[src/rtl/result_scoreboard_pkg.sv]
// Shared types and constants for the in-order result scoreboard.
package result_scoreboard_pkg;

    localparam int WORD_SIZE = 32;

    typedef enum logic {
        READ  = 1'b0,
        WRITE = 1'b1
    } direction_t;

    typedef logic [WORD_SIZE-1:0] addr_t;
    typedef logic [WORD_SIZE-1:0] data_t;

    typedef struct packed {
        direction_t dir;
        addr_t      addr;
        data_t      data;
    } scb_item_t;

    typedef enum logic {
        RUN  = 1'b0,
        HALT = 1'b1
    } scb_state_t;

    // Bit positions inside cmp_mask / err_field
    localparam int ERR_DATA = 0;
    localparam int ERR_ADDR = 1;
    localparam int ERR_DIR  = 2;

endpackage

[src/rtl/result_scoreboard_fifo.sv]
// Synchronous FIFO with wrap-bit pointers; buffers one side of the scoreboard.
module scb_fifo
    import result_scoreboard_pkg::*;
#(
    parameter int WIDTH = 65,
    parameter int DEPTH = 8
) (
    input  logic                         clk,
    input  logic                         rst,
    input  logic                         push,
    input  logic [WIDTH-1:0]             wdata,
    input  logic                         pop,
    output logic [WIDTH-1:0]             rdata,
    output logic                         full,
    output logic                         empty,
    output logic [$clog2(DEPTH+1)-1:0]   count
);

    localparam int AW = $clog2(DEPTH);

    logic [WIDTH-1:0] r_mem [DEPTH];
    logic [AW:0]      r_wr_ptr;
    logic [AW:0]      r_rd_ptr;
    logic             w_push;
    logic             w_pop;

    assign w_push = push && !full;
    assign w_pop  = pop && !empty;

    assign empty = (r_wr_ptr == r_rd_ptr);
    assign full  = (r_wr_ptr[AW] != r_rd_ptr[AW]) && (r_wr_ptr[AW-1:0] == r_rd_ptr[AW-1:0]);
    assign count = r_wr_ptr - r_rd_ptr;
    assign rdata = r_mem[r_rd_ptr[AW-1:0]];

    // Pointer update; the wrap bit distinguishes full from empty
    always_ff @(posedge clk) begin
        if (rst) begin
            r_wr_ptr <= '0;
            r_rd_ptr <= '0;
        end else begin
            if (w_push) r_wr_ptr <= r_wr_ptr + (AW+1)'(1);
            if (w_pop)  r_rd_ptr <= r_rd_ptr + (AW+1)'(1);
        end
    end

    // Storage write; contents need no reset since pointers define validity
    always_ff @(posedge clk) begin
        if (w_push) r_mem[r_wr_ptr[AW-1:0]] <= wdata;
    end

endmodule

[src/rtl/result_scoreboard.sv]
// In-order expected/actual transaction scoreboard with masked field compare,
// saturating counters and halt-on-error. Optional stall watchdog is built
// when RESULT_SCB_TIMEOUT_EN is defined.
module result_scoreboard
    import result_scoreboard_pkg::*;
#(
    parameter int DATA_W  = WORD_SIZE,
    parameter int ADDR_W  = WORD_SIZE,
    parameter int DEPTH   = 8,
    parameter int TIMEOUT = 256
) (
    input  logic                        clk,
    input  logic                        rst,
    input  logic                        exp_valid,
    output logic                        exp_ready,
    input  logic [ADDR_W+DATA_W:0]      exp_item,
    input  logic                        act_valid,
    output logic                        act_ready,
    input  logic [ADDR_W+DATA_W:0]      act_item,
    input  logic [2:0]                  cmp_mask,
    input  logic                        halt_on_err,
    output logic                        err_valid,
    output logic [2:0]                  err_field,
    output logic [ADDR_W+DATA_W:0]      err_exp,
    output logic [ADDR_W+DATA_W:0]      err_act,
    output logic [31:0]                 match_cnt,
    output logic [31:0]                 err_cnt,
    output logic [$clog2(DEPTH+1)-1:0]  pend_exp,
    output logic [$clog2(DEPTH+1)-1:0]  pend_act,
    output logic                        halted,
    output logic                        timeout
);

    localparam int IW = 1 + ADDR_W + DATA_W;

    scb_state_t      r_state;
    scb_state_t      w_state_nxt;
    logic            w_exp_full, w_exp_empty, w_act_full, w_act_empty;
    logic [IW-1:0]   w_exp_head, w_act_head;
    logic            w_pop;
    logic            r_vld_p1;
    logic [IW-1:0]   r_exp_p1, r_act_p1;
    logic [2:0]      w_diff;
    logic            w_commit, w_mismatch, w_halt_req, w_timeout;

    // Readies drop during reset and whenever the block is halted
    assign exp_ready = !rst && !w_exp_full && (r_state == RUN);
    assign act_ready = !rst && !w_act_full && (r_state == RUN);
    assign halted    = (r_state == HALT);
    assign timeout   = w_timeout;

    scb_fifo #(.WIDTH(IW), .DEPTH(DEPTH)) u_exp_fifo (
        .clk(clk), .rst(rst), .push(exp_valid && exp_ready), .wdata(exp_item),
        .pop(w_pop), .rdata(w_exp_head), .full(w_exp_full), .empty(w_exp_empty),
        .count(pend_exp)
    );

    scb_fifo #(.WIDTH(IW), .DEPTH(DEPTH)) u_act_fifo (
        .clk(clk), .rst(rst), .push(act_valid && act_ready), .wdata(act_item),
        .pop(w_pop), .rdata(w_act_head), .full(w_act_full), .empty(w_act_empty),
        .count(pend_act)
    );

    // Field comparison on the registered pair
    assign w_diff[ERR_DATA] = (r_exp_p1[DATA_W-1:0] != r_act_p1[DATA_W-1:0]) && cmp_mask[ERR_DATA];
    assign w_diff[ERR_ADDR] = (r_exp_p1[DATA_W +: ADDR_W] != r_act_p1[DATA_W +: ADDR_W]) && cmp_mask[ERR_ADDR];
    assign w_diff[ERR_DIR]  = (r_exp_p1[IW-1] != r_act_p1[IW-1]) && cmp_mask[ERR_DIR];

    assign w_commit   = r_vld_p1 && (r_state == RUN);
    assign w_mismatch = w_commit && (w_diff != 3'b000);
    assign w_halt_req = (w_mismatch && halt_on_err) || w_timeout;
    // No pop on the halting edge so the queues freeze with the unconsumed pair
    assign w_pop      = (r_state == RUN) && !w_exp_empty && !w_act_empty && !w_halt_req;

    // FSM state register
    always_ff @(posedge clk) begin
        if (rst) r_state <= RUN;
        else     r_state <= w_state_nxt;
    end

    // FSM next state: HALT is only left through reset
    always_comb begin
        w_state_nxt = r_state;
        case (r_state)
            RUN:     if (w_halt_req) w_state_nxt = HALT;
            HALT:    w_state_nxt = HALT;
            default: w_state_nxt = RUN;
        endcase
    end

    // ---- stage p0 -> p1: popped pair registered for comparison ----
    always_ff @(posedge clk) begin
        if (rst) r_vld_p1 <= 1'b0;
        else     r_vld_p1 <= w_pop;
    end

    // Pair data register; qualified by r_vld_p1 so it carries no reset
    always_ff @(posedge clk) begin
        if (w_pop) begin
            r_exp_p1 <= w_exp_head;
            r_act_p1 <= w_act_head;
        end
    end

    // ---- stage p1 -> result: commit counters and error record ----
    always_ff @(posedge clk) begin
        if (rst) begin
            err_valid <= 1'b0;
            err_field <= '0;
            err_exp   <= '0;
            err_act   <= '0;
            match_cnt <= '0;
            err_cnt   <= '0;
        end else begin
            err_valid <= w_mismatch;
            if (w_mismatch) begin
                err_field <= w_diff;
                err_exp   <= r_exp_p1;
                err_act   <= r_act_p1;
                if (err_cnt != 32'hFFFF_FFFF) err_cnt <= err_cnt + 32'd1;
            end else if (w_commit && (match_cnt != 32'hFFFF_FFFF)) begin
                match_cnt <= match_cnt + 32'd1;
            end
        end
    end

`ifdef RESULT_SCB_TIMEOUT_EN
    localparam int WD_W = $clog2(TIMEOUT + 1);

    logic [WD_W-1:0] r_wd_cnt;
    logic            r_timeout;
    logic            w_one_side;

    assign w_one_side = (w_exp_empty != w_act_empty);
    assign w_timeout  = r_timeout;

    // Watchdog: counts RUN cycles with exactly one side waiting for a partner
    always_ff @(posedge clk) begin
        if (rst) begin
            r_wd_cnt  <= '0;
            r_timeout <= 1'b0;
        end else if (r_state == RUN) begin
            if (!w_one_side) begin
                r_wd_cnt <= '0;
            end else if (!r_timeout) begin
                r_wd_cnt <= r_wd_cnt + WD_W'(1);
                if (r_wd_cnt == WD_W'(TIMEOUT - 1)) r_timeout <= 1'b1;
            end
        end
    end
`else
    // Watchdog not built; a legal TIMEOUT (>= 1) makes this constant zero
    localparam logic WD_OFF = (TIMEOUT < 1);
    assign w_timeout = WD_OFF;
`endif

endmodule

[config.mk]
export PLATFORM = sky130hd
export DESIGN_NAME = result_scoreboard
export DESIGN_NICKNAME = d
export VERILOG_FILES = /design/src/rtl/result_scoreboard_pkg.sv /design/src/rtl/result_scoreboard_fifo.sv /design/src/rtl/result_scoreboard.sv
export SDC_FILE = /design/constraint.sdc
export NUM_CORES = 2
export LEC_CHECK = 0
export CAP_MARGIN = 30
export CORE_UTILIZATION = 35
export CTS_BUF_LIST = sky130_fd_sc_hd__clkbuf_8
export DETAILED_ROUTE_END_ITERATION = 6
export DONT_BUFFER_PORTS = 1
export GPL_ROUTABILITY_DRIVEN = 0
export PLACE_DENSITY = 0.48
export REMOVE_ABC_BUFFERS = 1
export SLEW_MARGIN = 20
export SYNTH_ARGS = -nofsm -noshare
export SYNTH_HDL_FRONTEND = slang
export SYNTH_SLANG_ARGS = --single-unit
[constraint.sdc]
create_clock -name clk -period 13.6 [get_ports clk]
set_input_delay 3.4 -clock clk [delete_from_list [all_inputs] [get_ports clk]]
set_output_delay 3.4 -clock clk [all_outputs]
set_load 0.02 [all_outputs]
# ---- Word level (Yosys, flattened, before mapping)
# Memory sizes are Yosys's and may differ from the RTL's. A register that Yosys moved wholly into a read port is not among the register bits.
# Cells that the tools add are included.
dict set report word_totals {
  ff_bits 216
  latch_bits 0
  ram_bits 1040
  romBits 0
  word_cells 72
  memories 2
}
# name depth width rd rd_clocked_by_memory_dff write_ports line
set mem_list {}
lappend mem_list {u_act_fifo.r_mem 8 65 1 1 1 result_scoreboard_fifo.sv:21} ;# logic [WIDTH-1:0] r_mem [DEPTH];
lappend mem_list {u_exp_fifo.r_mem 8 65 1 1 1 result_scoreboard_fifo.sv:21}
dict set report op_classes {
  addsub 8
  n_mul 0
  n_div 0
  order_cmp 0
  n_eq_ne 11
  n_shift 0
  muxes 6
  bitwise 2
  reduce_logical 31
}
# operator count
set ops {}
lappend ops {{$add 32x1->32 const B} 2}
lappend ops {{$ne 32x32->1} 2}
lappend ops {{$ne 32x32->1 const B} 2}
lappend ops {{$logic_and 1x1->1} 22}
lappend ops {{$add 4x1->4 const B} 4}
lappend ops {{$eq 4x4->1} 2}
lappend ops {{$sub 4x4->4} 2}
lappend ops {{$eq 3x3->1} 2}
lappend ops {{$logic_not 1->1} 6}
lappend ops {{$mux 1} 5}
lappend ops {{$reduce_and 2->1} 2}
lappend ops {{$ne 1x1->1} 3}
lappend ops {{$reduce_bool 3->1} 1}
lappend ops {{$not 1->1} 2}
lappend ops {{$pmux 1 s2} 1}

# ---- Depth between registers and ports, before layout
dict set report depth {
  depth_word 9
  mapped_depth 12
}

# ---- Modules after synthesis
# Synthesis repeated with hierarchy kept, for this count alone.
dict set report hier_totals {
  cells_unflattened 2734
  area_unflattened_um2 52989.6
}
# module instances cells_each area_per_inst_um2
set by_module_without_submodules {}
lappend by_module_without_submodules {{scb_fifo at u_exp_fifo} 1 825 20119.3}
lappend by_module_without_submodules {{scb_fifo at u_act_fifo} 1 824 20115.5}
lappend by_module_without_submodules {result_scoreboard 1 1085 12754.7}

# ---- Worst setup path before layout
# OpenSTA, ideal clock, no wires.
dict set report synth_timing {
  kind {input to register}
  from {input rst}
  to {memory u_exp_fifo.r_mem[0][0], enable pin}
  setup_ns 0.649
  arrival_ns 10.490
  required_ns 12.951
  setup_slack_ns 2.461
  stages 3
  path_buffers 0
  cell_sequence {a211oi_1 nand2_1 nor4_1}
}
dict set report synth_between {
  elab_chain_cells 7
}
# element line
set synth_lines {}
lappend synth_lines {{from (decl)} result_scoreboard.sv:13} ;# input logic rst,
lappend synth_lines {{$logic_not 1->1} result_scoreboard.sv:47} ;# assign exp_ready = !rst && !w_exp_full && (r_state == RUN);
lappend synth_lines {{$logic_and 1x1->1 (2 in series)} result_scoreboard.sv:47}
lappend synth_lines {{$logic_and 1x1->1} result_scoreboard.sv:53} ;# .clk(clk), .rst(rst), .push(exp_valid && exp_ready), .wdata(exp_item),
lappend synth_lines {{$logic_and 1x1->1} result_scoreboard_fifo.sv:27} ;# assign w_push = push && !full;
lappend synth_lines {{$mux 1} result_scoreboard_fifo.sv:48} ;# if (w_push) r_mem[r_wr_ptr[AW-1:0]] <= wdata;
lappend synth_lines {{$mux 1 (not written as such)} result_scoreboard_fifo.sv:48}
lappend synth_lines {{to (decl)} result_scoreboard_fifo.sv:21}
# Every way passes these cells.

# ---- Worst setup path after layout
dict set report layout_timing {
  from {input rst}
  to {output act_ready}
}
dict set report layout_between {
  elab_chain_cells 3
}
# element line
set layout_lines {}
lappend layout_lines {{$logic_not 1->1} result_scoreboard.sv:48} ;# assign act_ready = !rst && !w_act_full && (r_state == RUN);
lappend layout_lines {{$logic_and 1x1->1 (2 in series)} result_scoreboard.sv:48}
lappend layout_lines {{to (decl)} result_scoreboard.sv:18} ;# output logic act_ready,
# Every way passes these cells.

==> metrics.txt <==
# TYPE chip_impl_metric gauge
chip_impl_info{name="outcome",value="complete, no violations"} 1
chip_impl_metric{name="vias",unit=""} 26900
chip_impl_metric{name="postSynthCellCount",unit=""} 3019
chip_impl_metric{name="max_cap_viol_count",unit=""} 0
chip_impl_metric{name="p_leak",unit="nW"} 20.4
chip_impl_metric{name="power_frac_comb",unit="%"} 4.4
chip_impl_metric{name="crit_path_buf_inv_count",unit=""} 0
chip_impl_metric{name="grt_start_max_net_pins",unit=""} 247
chip_impl_metric{name="worst-endpoint-required",unit="ns"} 10.20
chip_impl_metric{name="post_cts_resize_count",unit=""} 0
chip_impl_info{name="tritoncts",value="built"} 1
chip_impl_metric{name="synth-warning-count",unit=""} 0
chip_impl_metric{name="critPathArrivalTime",unit="ns"} 4.35
chip_impl_metric{name="gr-usage-all-layers",unit="%"} 18.1
chip_impl_metric{name="timing.reg2reg.setup_slack",unit="ns"} 8.07
chip_impl_metric{name="chipWidth",unit="µm"} 391
chip_impl_metric{name="cts_num_sinks",unit=""} 1386
chip_impl_info{name="critical_path.cell_chain",value="a211oi_1"} 1
chip_impl_metric{name="cts_buffers",unit=""} 227
chip_impl_metric{name="synth.distinct_cells",unit=""} 51
chip_impl_metric{name="detail_route.drc_violations",unit=""} 0
chip_impl_metric{name="global_route.usage.met1",unit="%"} 22.0
chip_impl_metric{name="postRouteAntennaNets",unit=""} 0
chip_impl_info{name="hp-start",value="u_act_fifo.r_wr_ptr[0]"} 1
chip_impl_metric{name="firstDrtPassIters",unit=""} 5
chip_impl_metric{name="post-dp-hpwl",unit="mm"} 84.7
chip_impl_info{name="endpoint_kind",value="output port"} 1
chip_impl_metric{name="first_iter_violations",unit=""} 1389
chip_impl_metric{name="synth_sequential_area_ratio",unit="%"} 74.5
chip_impl_metric{name="critPathMaxStageDelay",unit="ns"} 0.79
chip_impl_metric{name="proportion_of_power_drawn_by_the_clock_network",unit="%"} 40.8
chip_impl_metric{name="netSwitchingFraction",unit="%"} 22.8
chip_impl_metric{name="cts-htree-levels",unit=""} 4
chip_impl_metric{name="power.switching",unit="W"} 0.00199
chip_impl_metric{name="floorplan.io_pins",unit=""} 348
chip_impl_metric{name="post_synthesis_register_bit_count",unit=""} 1386
chip_impl_metric{name="final_nets",unit=""} 3307
chip_impl_metric{name="timing.final.crit_period",unit="ns"} 7.75
chip_impl_info{name="rsz0062_at_grt",value="no"} 1
chip_impl_metric{name="worst_tran_pin_value",unit="ns"} 0.982
chip_impl_metric{name="synth_enable_flop_cells",unit=""} 1170
chip_impl_metric{name="fin_skew",unit="ns"} 0.0597
chip_impl_metric{name="hold_viol_final",unit=""} 0
chip_impl_metric{name="report.final.setup_viol",unit=""} 0
chip_impl_metric{name="placementRows",unit=""} 142
chip_impl_metric{name="layout_worst_path_cycle_share",unit="%"} 57.0
chip_impl_info{name="whs_endpoint",value="u_act_fifo.r_wr_ptr[0]"} 1
chip_impl_metric{name="share_seq_of_total_power",unit="%"} 54.8
chip_impl_metric{name="placed_cells_incl_taps",unit=""} 4936
chip_impl_info{name="cp_slowest_cell",value="sky130_fd_sc_hd__a211oi_1"} 1
chip_impl_metric{name="peakVddDrop",unit="mV"} 0.0784
chip_impl_metric{name="initial_utilization",unit="%"} 35.3
chip_impl_metric{name="p_int",unit="W"} 0.00676
chip_impl_metric{name="routed_wl",unit="mm"} 139
chip_impl_metric{name="async_set_or_reset_flop_fraction_in_the_synthesized_netlist",unit="%"} 0
chip_impl_metric{name="die_h",unit="µm"} 391
chip_impl_metric{name="power",unit="W"} 0.00876
chip_impl_metric{name="gr-total-overflow",unit=""} 0
chip_impl_info{name="top_usage_layer",value="met2"} 1
chip_impl_metric{name="final-instance-count-excl-fill",unit=""} 5372
chip_impl_metric{name="cts_setup_buffers",unit=""} 0
chip_impl_metric{name="post-synth-top-area-fraction",unit="%"} 66.3
chip_impl_info{name="clockRootBuffer",value="sky130_fd_sc_hd__clkbuf_8"} 1
chip_impl_metric{name="placement.io_buffers",unit=""} 0
chip_impl_metric{name="wire_length_of_the_first_global_routing_pass",unit="mm"} 198
chip_impl_metric{name="number_of_antenna_violations_at_the_first_check_in_global_routing",unit=""} 10
chip_impl_metric{name="syn_area",unit="µm²"} 53000
chip_impl_info{name="final_cell_mix",value="sky130_fd_sc_hd__edfxtp_1 (1170), sky130_fd_sc_hd__nand2_1 (431), sky130_fd_sc_hd__mux4_2 (260)"} 1
chip_impl_metric{name="post_drt_wl_per_cell",unit="µm"} 25.8
chip_impl_metric{name="cts_hold_buffers",unit=""} 0
chip_impl_info{name="path_class",value="in2out"} 1
chip_impl_info{name="final_common_cell",value="sky130_fd_sc_hd__edfxtp_1"} 1
chip_impl_metric{name="worst_skew_late_latency",unit="ns"} 0.93
chip_impl_info{name="synth.area.top_cells",value="sky130_fd_sc_hd__edfxtp_1 (66%), sky130_fd_sc_hd__mux4_2 (11%), sky130_fd_sc_hd__dfxtp_1 (8.2%)"} 1
chip_impl_info{name="crit-reg2reg-launch",value="u_act_fifo.r_rd_ptr[2]"} 1
chip_impl_metric{name="first_global_vias",unit=""} 28200
chip_impl_metric{name="synthToLayoutAreaGrowth",unit="%"} 13.3
chip_impl_metric{name="clk_path_buf_depth",unit=""} 3
chip_impl_info{name="worstSetupStartpointType",value="input port"} 1
chip_impl_info{name="synthDominantAreaCellType",value="sky130_fd_sc_hd__edfxtp_1"} 1
chip_impl_metric{name="global_route.usage.met3",unit="%"} 7.21
chip_impl_metric{name="final_max_slew_viol_count",unit=""} 0
chip_impl_metric{name="cts.reportedPaths.clkPinSlew",unit="ns"} 0.05
chip_impl_metric{name="cp_max_fo",unit=""} 246
chip_impl_metric{name="global_route.usage.met2",unit="%"} 29.5
chip_impl_metric{name="synthesis.area_per_instance",unit="µm²"} 17.5
chip_impl_metric{name="worst_reg_to_reg_cells",unit=""} 8
chip_impl_info{name="worstHoldPathType",value="reg2reg"} 1
chip_impl_metric{name="power_per_cell_area",unit="nW/µm²"} 146
chip_impl_info{name="regToRegEndpoint",value="u_act_fifo.r_mem[3][41]"} 1
chip_impl_metric{name="dieArea",unit="µm²"} 153000
chip_impl_info{name="critical_path.top_delay_family",value="compound AO/OA/AOI/OAI gates"} 1
chip_impl_metric{name="drive_above_1_share",unit="%"} 20.4
chip_impl_metric{name="whs",unit="ns"} 0.520
chip_impl_info{name="yosys_most_used_dff",value="sky130_fd_sc_hd__edfxtp_1"} 1
chip_impl_metric{name="vias_per_cell",unit=""} 5.01
chip_impl_metric{name="fillerInstances",unit=""} 13600
chip_impl_metric{name="hold_depth",unit=""} 2
chip_impl_metric{name="core_area",unit="µm²"} 150000
chip_impl_metric{name="max-slew-margin-rel",unit="%"} 33.9
chip_impl_metric{name="clock.fmax",unit="GHz"} 0.129
cells by family after synthesis:
family                   synth area share [%]
flip-flops                               74.5
XOR/XNOR                                 1.27
multiplexers                             14.1
AND/OR/NAND/NOR                          6.86
adder cells (fa/ha/maj)                 0.359
buffers and inverters                    1.55
AO/OA/AOI/OAI                            1.38
other                                 0.00708
cells in the mapped netlist (9+ instances only):
library cell               instances
sky130_fd_sc_hd__edfxtp_1       1170
sky130_fd_sc_hd__nand2_1         431
sky130_fd_sc_hd__mux4_2          260
sky130_fd_sc_hd__dfxtp_1         216
sky130_fd_sc_hd__nor2_1          190
sky130_fd_sc_hd__mux2i_1         132
sky130_fd_sc_hd__clkbuf_1         97
sky130_fd_sc_hd__xor2_1           72
sky130_fd_sc_hd__a21oi_1          54
sky130_fd_sc_hd__nand3_1          36
sky130_fd_sc_hd__nand4_1          31
sky130_fd_sc_hd__inv_1            27
sky130_fd_sc_hd__nor2b_1          25
sky130_fd_sc_hd__mux2_2           24
sky130_fd_sc_hd__nor4_1           23
sky130_fd_sc_hd__and3_1           20
sky130_fd_sc_hd__buf_2            19
sky130_fd_sc_hd__o21ai_0          18
sky130_fd_sc_hd__or4_1            18
sky130_fd_sc_hd__buf_1            16
sky130_fd_sc_hd__nor3_1           16
sky130_fd_sc_hd__o31ai_1          16
sky130_fd_sc_hd__buf_6            15
sky130_fd_sc_hd__or3_1            14
sky130_fd_sc_hd__ha_1             12
sky130_fd_sc_hd__nand2b_1         10
sky130_fd_sc_hd__a31o_2            9
power groups by stage:
stage               Clock [W]  Sequential, W  Combinational [W]
CTS                   0.00370        0.00480           0.000393
floorplan                   0        0.00488           0.000306
detailed placement          0        0.00489           0.000391
finish                0.00357        0.00480           0.000385
global route          0.00387        0.00480           0.000425
global placement            0        0.00489           0.000388
cell type report:
class / instances / area, µm² / share of cell area (%)
Sequential cell: 1386 / 39500 / 65.8
Multi-Input combinational cell: 1455 / 12800 / 21.3
Clock buffer: 259 / 3560 / 5.94
Tap cell: 2016 / 2520 / 4.20
Clock inverter: 170 / 972 / 1.62
Timing Repair Buffer: 58 / 544 / 0.907
Inverter: 27 / 104 / 0.173
Antenna cell: 1 / 2.50 / 0.00417
routing by layer:
layer	share of wire, %	wire, µm	up-vias
met3	9.5	13100	215
met2	48	66600	797
met4	2.4	3330	2
met5	0.0079	11	-
li1	-	-	12000
met1	40	55600	14000
stage by stage:
step | area, µm² | setup TNS (ns) | utilization [%] | setup WS [ns]
floorplan | 52200 | -26.19 | - | -0.403
global placement | 55300 | 0 | 36.9 | 5.84
detailed placement | 55300 | 0 | 36.9 | 6.02
CTS | 59800 | 0 | 39.9 | 6.02
global route | 60000 | 0 | 40.0 | 5.87
finish | 60000 | 0 | 40.0 | 5.85
worst max path at each step:
stage,startpoint,end,slack [ns],cells past startpoint
5_1_grt,rst,act_ready,5.87,1
4_1_cts,rst,act_ready,6.02,1
6_report,rst,act_ready,5.85,1
2_1_floorplan,u_exp_fifo.r_rd_ptr[0],u_exp_fifo.r_mem[0][0],-0.40,5
3_3_place_gp,rst,exp_ready,5.84,1
3_5_place_dp,rst,act_ready,6.02,1
flip-flops by register name (all words and copies together), names as in the netlist, 3 cells and up:
| register | cells |
|---|---|
| u_act_fifo.r_mem | 520 |
| r_act_p1 | 65 |
| err_field | 3 |
| err_cnt | 32 |
| match_cnt | 32 |
| u_exp_fifo.r_rd_ptr | 4 |
| err_exp | 65 |
| err_act | 65 |
| u_act_fifo.r_wr_ptr | 4 |
| r_exp_p1 | 65 |
| u_exp_fifo.r_wr_ptr | 4 |
| u_exp_fifo.r_mem | 520 |
| u_act_fifo.r_rd_ptr | 4 |
Note: power is estimated with default switching activity, not from simulation.
